===== config.mk =====
export PLATFORM = sky130hd
export DESIGN_NAME = fifo_sync_param
export DESIGN_NICKNAME = d
export VERILOG_FILES = /design/src/rtl/fifo_sync_param.sv
export SDC_FILE = /design/constraint.sdc
export NUM_CORES = 1
export LEC_CHECK = 0
export BUFFER_PORTS_ARGS = -buffer_cell sky130_fd_sc_hd__buf_2
export CAP_MARGIN = 0
export CELL_PAD_IN_SITES_DETAIL_PLACEMENT = 0
export CELL_PAD_IN_SITES_GLOBAL_PLACEMENT = 1
export CORE_AREA = 8 8 128 130
export CTS_BUF_LIST = sky130_fd_sc_hd__clkbuf_4 sky130_fd_sc_hd__clkbuf_8 sky130_fd_sc_hd__clkbuf_16
export DETAILED_ROUTE_END_ITERATION = 7
export DIE_AREA = 0 0 136 138
export MAX_ROUTING_LAYER = met4
export PLACE_DENSITY_LB_ADDON = 0.1
export SYNTH_ARGS = -nofsm -noshare
export SYNTH_HDL_FRONTEND = slang
export SYNTH_SLANG_ARGS = --single-unit

===== constraint.sdc =====
create_clock -name CLK -period 3.6 [get_ports CLK]
set_clock_uncertainty 0.05 [all_clocks]
set_input_delay 0.54 -clock CLK [delete_from_list [all_inputs] [get_ports CLK]]
set_output_delay 0.54 -clock CLK [all_outputs]
set_load 0.1 [all_outputs]

===== src/rtl/fifo_sync_param.sv =====
// fifo_sync_param
// Parametrised single-clock FIFO with a write/read handshake, registered read
// data, occupancy count, full/empty and programmable almost flags, a
// synchronous flush and sticky overflow/underflow error flags.
// The status flags are registered copies decoded from the next occupancy
// value, so they always match the count register and never depend
// combinationally on wr_en or rd_en.

module fifo_sync_param #(
   parameter int WIDTH    = 8,
   parameter int DEPTH    = 16,
   parameter int AF_LEVEL = DEPTH - 2,
   parameter int AE_LEVEL = 1
) (
   input  logic                       CLK,
   input  logic                       aclr_n,
   input  logic                       flush,
   input  logic                       wr_en,
   input  logic [WIDTH-1:0]           wr_data,
   input  logic                       rd_en,
   output logic [WIDTH-1:0]           rd_data,
   output logic                       rd_valid,
   output logic                       full,
   output logic                       empty,
   output logic                       almost_full,
   output logic                       almost_empty,
   output logic [$clog2(DEPTH):0]     count,
   output logic                       overflow,
   output logic                       underflow
);

   localparam int AW = $clog2(DEPTH);
   localparam int CW = AW + 1;

   localparam logic [CW-1:0] DEPTH_C = CW'(DEPTH);
   localparam logic [CW-1:0] AF_C    = CW'(AF_LEVEL);
   localparam logic [CW-1:0] AE_C    = CW'(AE_LEVEL);
   localparam logic [AW-1:0] PTR_ONE = AW'(1);
   localparam logic [CW-1:0] CNT_ONE = CW'(1);

   // Storage; contents are don't-care after reset
   logic [WIDTH-1:0] mem [DEPTH];

   logic [AW-1:0]    wptr_q, wptr_d;
   logic [AW-1:0]    rptr_q, rptr_d;
   logic [CW-1:0]    count_q, count_d;
   logic [WIDTH-1:0] rd_data_q, rd_data_d;
   logic             rd_valid_q, rd_valid_d;
   logic             full_q, full_d;
   logic             empty_q, empty_d;
   logic             afull_q, afull_d;
   logic             aempty_q, aempty_d;
   logic             ovf_q, ovf_d;
   logic             unf_q, unf_d;

   logic             wr_acc_s;
   logic             rd_acc_s;

   // Accept decisions; flush suppresses both requests
   always_comb begin
      wr_acc_s = 1'b0;
      rd_acc_s = 1'b0;
      if (flush) begin
         wr_acc_s = 1'b0;
         rd_acc_s = 1'b0;
      end else begin
         rd_acc_s = rd_en && !empty_q;
         // a same-cycle read frees the slot a write needs when full
         wr_acc_s = wr_en && (!full_q || rd_en);
      end
   end

   // Next-state computation for pointers, count, read data and error flags
   always_comb begin
      wptr_d     = wptr_q;
      rptr_d     = rptr_q;
      count_d    = count_q;
      rd_data_d  = rd_data_q;
      rd_valid_d = 1'b0;
      ovf_d      = ovf_q;
      unf_d      = unf_q;
      if (flush) begin
         wptr_d     = '0;
         rptr_d     = '0;
         count_d    = '0;
         rd_valid_d = 1'b0;
         ovf_d      = 1'b0;
         unf_d      = 1'b0;
      end else begin
         if (wr_acc_s) begin
            wptr_d = wptr_q + PTR_ONE;
         end else begin
            wptr_d = wptr_q;
         end
         if (rd_acc_s) begin
            rptr_d     = rptr_q + PTR_ONE;
            rd_data_d  = mem[rptr_q];
            rd_valid_d = 1'b1;
         end else begin
            rptr_d     = rptr_q;
            rd_data_d  = rd_data_q;
            rd_valid_d = 1'b0;
         end
         case ({wr_acc_s, rd_acc_s})
            2'b10:   count_d = count_q + CNT_ONE;
            2'b01:   count_d = count_q - CNT_ONE;
            default: count_d = count_q;
         endcase
         ovf_d = ovf_q | (wr_en & full_q & ~rd_en);
         unf_d = unf_q | (rd_en & empty_q);
      end
   end

   // Status flags decoded from the next occupancy so they track count exactly
   always_comb begin
      full_d   = 1'b0;
      empty_d  = 1'b1;
      afull_d  = 1'b0;
      aempty_d = 1'b1;
      full_d   = (count_d == DEPTH_C);
      empty_d  = (count_d == '0);
      afull_d  = (count_d >= AF_C);
      aempty_d = (count_d <= AE_C);
   end

   // Control and status registers with asynchronous clear
   always_ff @(posedge CLK or negedge aclr_n) begin
      if (!aclr_n) begin
         wptr_q     <= '0;
         rptr_q     <= '0;
         count_q    <= '0;
         rd_data_q  <= '0;
         rd_valid_q <= 1'b0;
         full_q     <= 1'b0;
         empty_q    <= 1'b1;
         afull_q    <= 1'b0;
         aempty_q   <= 1'b1;
         ovf_q      <= 1'b0;
         unf_q      <= 1'b0;
      end else begin
         wptr_q     <= wptr_d;
         rptr_q     <= rptr_d;
         count_q    <= count_d;
         rd_data_q  <= rd_data_d;
         rd_valid_q <= rd_valid_d;
         full_q     <= full_d;
         empty_q    <= empty_d;
         afull_q    <= afull_d;
         aempty_q   <= aempty_d;
         ovf_q      <= ovf_d;
         unf_q      <= unf_d;
      end
   end

   // Storage write port; no reset so it maps onto plain RAM
   always_ff @(posedge CLK) begin
      if (wr_acc_s) begin
         mem[wptr_q] <= wr_data;
      end
   end

   assign rd_data      = rd_data_q;
   assign rd_valid     = rd_valid_q;
   assign full         = full_q;
   assign empty        = empty_q;
   assign almost_full  = afull_q;
   assign almost_empty = aempty_q;
   assign count        = count_q;
   assign overflow     = ovf_q;
   assign underflow    = unf_q;

endmodule


==> results of run 1 <==
[cell families (layout without fill, tap and decap cells)]
group	after synthesis	after routing	share of synthesized area, %
multiplexers	51	51	15.0
flip-flops	156	156	71.7
AO/OA/AOI/OAI	23	23	2.98
buffers and inverters	26	81	2.07
adder cells (fa/ha/maj)	8	8	1.58
AND/OR/NAND/NOR	63	63	5.33
XOR/XNOR	10	10	1.38
[area by class of cell]
class	instances	area share, %
sequential	156	62.5
tap	184	3.16
clock buffer	22	6.35
timing repair buffer	40	3.02
inverter	9	0.464
multi-input combinational	155	22.8
clock inverter	10	1.70
[power breakdown]
part | leakage, nW | internal (mW) | switching [mW]
combinational | 0.775 | 0.195 | 0.594
clock | 0.291 | 1.12 | 0.666
sequential | 1.52 | 2.03 | 0.0646
[final timing paths]
check	to	slack, ps	depth (start not counted)
max reg2reg	full$_DFF_PN0_	520	12
max in group asynchronous	rptr_q[0]$_DFFE_PN0P_	2940	1
max	full$_DFF_PN0_	520	12
min in group CLK	underflow$_DFF_PN0_	350	3
min	full$_DFF_PN0_	100	1
min reg2reg	underflow$_DFF_PN0_	450	2
[sequential cells by signal, indices dropped and copies added (netlist names)]
name	count
mem	128
rd_data	8
count	5
rptr_q	4
wptr_q	4
almost_empty	1
almost_full	1
empty	1
full	1
overflow	1
rd_valid	1
underflow	1
[synthesized netlist by cell type (2+ instances only)]
cell and count:
dfrtp_1 26, mux4_1 8, a221o_1 8, nand3_1 3, mux2i_1 11, edfxtp_1 128, mux2_2 8, ha_1 8
mux4_2 24, xnor2_1 3, nor3_1 9, a21oi_1 4, nand2_1 4, nor2_1 17, inv_1 9, nor3b_1 2
xor2_1 7, buf_6 2, dfstp_2 2, and2_1 13, buf_2 2, clkbuf_1 9, or3_1 2, a41o_1 2
and3_1 5, buf_1 3, nor4b_1 2
[per-layer routing]
metal | part of all wire [%] | global-route usage, % | vias to the layer above
met2 | 48 | 21.6 | 61
met5 | 0 | - | -
li1 | - | - | 1433
met4 | 1.4 | 5.55 | 0
met3 | 3.4 | 3.41 | 11
met1 | 47 | 19.7 | 1622
[metrics by stage]
stage,cell area (µm²),cells
final,7290,576
after global routing,7290,576
after CTS,7290,576
after detailed placement,6700,544
after global placement,6700,544
after floorplan,6350,337
==> reports/metrics.cfg, run 1 <==
[sta]
timing_worst_slew_pin_value_ps=873
final-setup-viol-count=0
finalSetupTns_ps=0
rsz_0062_raised_after_global_routing=no
drv_slew=0
timing_hold_violations_final=0
final_clock_period_utilization_by_the_worst_path_pct=85.5
final.hold.worst_slack_ps=97.1
timing.max_slew.rel_slack_pct=41.8
final.setup.worst_slack_ps=522
final.min_clock_period_ps=3080
fmax_mhz=325

[layout]
postLayoutCoreUtil_pct=50.9
multi_input_comb_area_mm2=0.00167
mostFrequentLayoutCells=edfxtp_1, buf_2, dfrtp_1
num_antenna_cells=0
ff_latch_area_mm2=0.00455
final_common_cell=edfxtp_1
final_net_count=400
number_of_filler_cells_placed_in_the_layout=1220
area.growth.synth_to_final_pct=14.9
drive_above_1_share_pct=27.3

[floorplanning]
core.rowCount=44
floorplan.initialDensity_pct=44.3
die_area_mm2=0.0188
placeableCoreArea_mm2=0.0143
die_height_um=138
ios=33
die-width_um=136

[synth]
synth-seq-area-share_pct=71.7
synth_top_cells_by_area=edfxtp_1, dfrtp_1, mux4_2
yosys.cell_types.count=43
synth_largest_type_area_fraction_pct=60.6
post_synth.cell_area_avg_um2=18.8
post_synth_instance_area_mm2=0.00634
synth_warnings=0
synth-main-ff-cell=edfxtp_1
postSynthRegisterBits=156
proportion_of_register_bits_with_asynchronous_set_or_reset_after_synthesis_pct=17.9
synth_top_cell_by_area=edfxtp_1
synth-edff-count=128
netlist_instances=337
synth_fp_nets=358

[detailed_routing]
viasPerCell=5.43
via_count=3127
post-route-drc-count=0
antenna_violating_nets_post_route=0
drt_pre_antenna_iters=4
avgRoutedWirePerCell_um=22.1
detail_route.wirelength_um=12700
drt_first_iter_violations=244

[cts]
htree_levels=4
insertion_delay_ps=410
clk_pin_slew_ps=60
cts_tree=yes
hold_buffers=0
clk_root_buffer_cell=clkbuf_16
numCtsBuffers=17
cts_post_setup_buffers_inserted=0
post_cts_resize_count=0
cts.sinks=156
clock_tree.buffer_depth=2

[critical_path]
crit_path_max_fanout=5
crit-reg2reg-launch=full$_DFF_PN0_
startpoint_type=flip-flop
cp_cell_sequence=nand2b_1, nand2_1, nor2_1, inv_1, ha_1, xor2_1, ha_1, or3b_2, a32oi_1, xor2_1, or2_2, nor4b_1
critical_path.n_buffers_inverters=1
worst_path_max_delay_cell=or3b_2
data_required_time_of_the_worst_path_ps=3850
cp.arrival_ps=3330
setup.worst_path.end_class=flip-flop
crit_type=reg -> reg
cpLargestDelayFamily=simple AND/OR/NAND/NOR gates
timing.critical_path.from=full$_DFF_PN0_
critPathMaxStageDelay_ps=440

[power_and_ir_drop]
leakage_nw=2.59
power.density_cell_area_mw_per_mm2=640
maximum_resistive_drop_on_vdd_uv=352
total_power_mw=4.67

[place]
place_congestion=0.754
setup_slack_at_placement_ps=282
buffer_ports.inserted=32
hpwlAfterDp_um=8150

[min_path]
hp-class=in -> async

[global_routing]
grt_pass1_wl_um=19700
grt.total_usage_pct=14.8
grt_pass1_vias=3367
grt_antenna_before_repair=0
grt_remaining_overflow=0
grt_max_degree=29

[status]
status=finished, final reports clean

[run]
drv_cap=0

Power figures use the tool's default switching activity.
==> run 2: changes to the inputs <==
--- a/config.mk
+++ b/config.mk
@@ -5,14 +5,17 @@
 export SDC_FILE = /design/constraint.sdc
 export NUM_CORES = 1
 export LEC_CHECK = 0
+export ABC_AREA = 1
 export BUFFER_PORTS_ARGS = -buffer_cell sky130_fd_sc_hd__buf_2
 export CAP_MARGIN = 0
 export CELL_PAD_IN_SITES_DETAIL_PLACEMENT = 0
 export CELL_PAD_IN_SITES_GLOBAL_PLACEMENT = 1
-export CORE_AREA = 8 8 128 130
+export CORE_AREA = 8 8 130 132
 export CTS_BUF_LIST = sky130_fd_sc_hd__clkbuf_4 sky130_fd_sc_hd__clkbuf_8 sky130_fd_sc_hd__clkbuf_16
 export DETAILED_ROUTE_END_ITERATION = 7
-export DIE_AREA = 0 0 136 138
+export DIE_AREA = 0 0 138 140
+export GPL_ROUTABILITY_DRIVEN = 0
+export GPL_TIMING_DRIVEN = 0
 export MAX_ROUTING_LAYER = met4
 export PLACE_DENSITY_LB_ADDON = 0.1
 export SYNTH_ARGS = -nofsm -noshare
==> run 2 against run 1 <==
Against the previous run: clock power about the same; global-route usage up 2.9 points; final cell count up 41%; critical path type unchanged; largest power group unchanged.
==> reports/metrics.cfg, run 2 <==
[layout]
largest_register_ff_count=128
final_common_cell=edfxtp_1
area.growth.synth_to_final_pct=15.3
final_net_count=633
postLayoutCoreUtil_pct=50.8
regMostFlops=mem
num_antenna_cells=0
drive_above_1_share_pct=17.1
mostFrequentLayoutCells=edfxtp_1, nand2_1, nor2_1
stdcell_area_mm2=0.00755
number_of_filler_cells_placed_in_the_layout=1354

[synth]
post_synth_instance_area_mm2=0.00655
synth_top_cell_by_area=edfxtp_1
list_of_most_frequent_post_synthesis_cells=edfxtp_1, nand2_1, nor2_1
synth-edff-count=128
synth_largest_type_area_fraction_pct=58.7
yosys.cell_types.count=34
netlist_instances=561
synth_fp_nets=582
synth-main-ff-cell=edfxtp_1
proportion_of_register_bits_with_asynchronous_set_or_reset_after_synthesis_pct=17.9
synth_top_cells_by_area=edfxtp_1, dfrtp_1, nand2_1
postSynthRegisterBits=156
synth-seq-area-share_pct=69.4
synth_warnings=0
post_synth.cell_area_avg_um2=11.7
synthMostInstantiatedCell=edfxtp_1

[cts]
clk_pin_slew_ps=60
htree_levels=4
cts_tree=yes
insertion_delay_ps=420
hold_buffers=0
cts_post_setup_buffers_inserted=0
numCtsBuffers=17
clk_root_buffer_cell=clkbuf_16
post_cts_resize_count=0
cts.sinks=156
clock_tree.buffer_depth=2

[critical_path]
worstReg2RegEnd=full$_DFF_PN0_
worst-r2r-setup-slack_ps=820
startpoint_type=flip-flop
crit-reg2reg-launch=full$_DFF_PN0_
crit_type=reg -> reg
worst-r2r-cell-count=15
data_required_time_of_the_worst_path_ps=3850
cp.arrival_ps=3030
crit_path_max_fanout=8
setup.worst_path.end_class=flip-flop

[floorplanning]
placeableCoreArea_mm2=0.0149
core.rowCount=45
die_height_um=140
die-width_um=138
die_area_mm2=0.0193
floorplan.initialDensity_pct=44.0
ios=33

[sta]
timing_hold_violations_final=0
final_clock_period_utilization_by_the_worst_path_pct=77.1
timing.max_slew.rel_slack_pct=11.5
timing_worst_slew_pin_value_ps=1320
final.min_clock_period_ps=2780
final.hold.worst_slack_ps=128
fmax_mhz=360
final-setup-viol-count=0
rsz_0062_raised_after_global_routing=no
finalSetupTns_ps=0
drv_slew=0

[global_routing]
grt_max_degree=29
grt_antenna_before_repair=0
grt.total_usage_pct=17.7
grt_pass1_vias=4447
grt_pass1_wl_um=24900
grt_remaining_overflow=0

[power_and_ir_drop]
maximum_resistive_drop_on_vdd_uv=416
power.density_cell_area_mw_per_mm2=686
leakage_nw=2.88
total_power_mw=5.18

[detailed_routing]
via_count=4366
antenna_violating_nets_post_route=0
post-route-drc-count=0
drt_pre_antenna_iters=5
viasPerCell=5.37
avgRoutedWirePerCell_um=20.2
drt_first_iter_violations=353
detail_route.wirelength_um=16400

[min_path]
hp-class=in -> async

[place]
buffer_ports.inserted=32
postPlaceCellArea_mm2=0.00695
hpwlAfterDp_um=10900

[run]
drv_cap=0

[status]
status=finished, final reports clean

## run 2: cell type report
cell class | instances | area, µm² | share of cell area, %
clock inverters | 13 | 150 | 1.99
inverters | 31 | 119 | 1.57
flip-flops and latches | 156 | 4550 | 60.2
plain buffers | 22 | 145 | 1.92
well taps | 188 | 235 | 3.12
clock buffers | 19 | 440 | 5.83
repair buffers | 32 | 160 | 2.12
multi-input cells | 352 | 1750 | 23.2
## run 2: per-layer routing
metal  track usage (%)  wire, µm  up-vias
met5                 -         0        -
met4              7.67       408        0
met3              3.92       782       26
met2              29.2      8140      126
met1              20.6      7090     2155
li1                  -         -     2059
## run 2: kinds of logic (layout without fill, tap and decap cells)
| logic type | count (synthesis) | in the layout | share of synthesized area, % |
|---|---|---|---|
| simple gates | 219 | 219 | 14.1 |
| flops | 156 | 156 | 69.4 |
| compound gates | 115 | 115 | 9.42 |
| buf+inv | 53 | 117 | 4.03 |
| fa+ha+maj | 8 | 8 | 1.53 |
| mux | 8 | 8 | 1.22 |
| xor+xnor | 2 | 2 | 0.268 |
## run 2: worst max-delay path by stage
stage	to	cells past startpoint	start
after global placement	full$_DFF_PN0_	16	flush
after global routing	full$_DFF_PN0_	15	full$_DFF_PN0_
after CTS	full$_DFF_PN0_	15	full$_DFF_PN0_
final	full$_DFF_PN0_	15	full$_DFF_PN0_
after detailed placement	full$_DFF_PN0_	16	flush
after floorplan	full$_DFF_PN0_	16	full$_DFF_PN0_
## run 2: worst max-delay path, cell delays in order, from the launching register on
cell	delay [ps]
dfrtp_1	400
nand2_1	90
nand2_1	110
nor2_1	190
inv_1	230
ha_1	350
nor2_1	220
nor2_4	70
ha_1	280
nor2_1	40
nor3_1	290
inv_1	110
nand2_1	70
inv_1	50
nand3_2	70
nor2_1	50
## run 2: report_power, final
part	switching (mW)	internal, mW	leakage, nW	total (mW)
Clock	0.690	1.10	0.287	1.79
Sequential	0.0548	2.05	1.52	2.11
Combinational	1.02	0.261	1.08	1.28
## run 2: metrics by stage
| step | setup slack, ps | cells |
|---|---|---|
| floorplan | 639 | 561 |
| finish | 824 | 813 |
| detailed placement | 455 | 781 |
| global route | 578 | 813 |
| global placement | 470 | 781 |
| CTS | 790 | 813 |
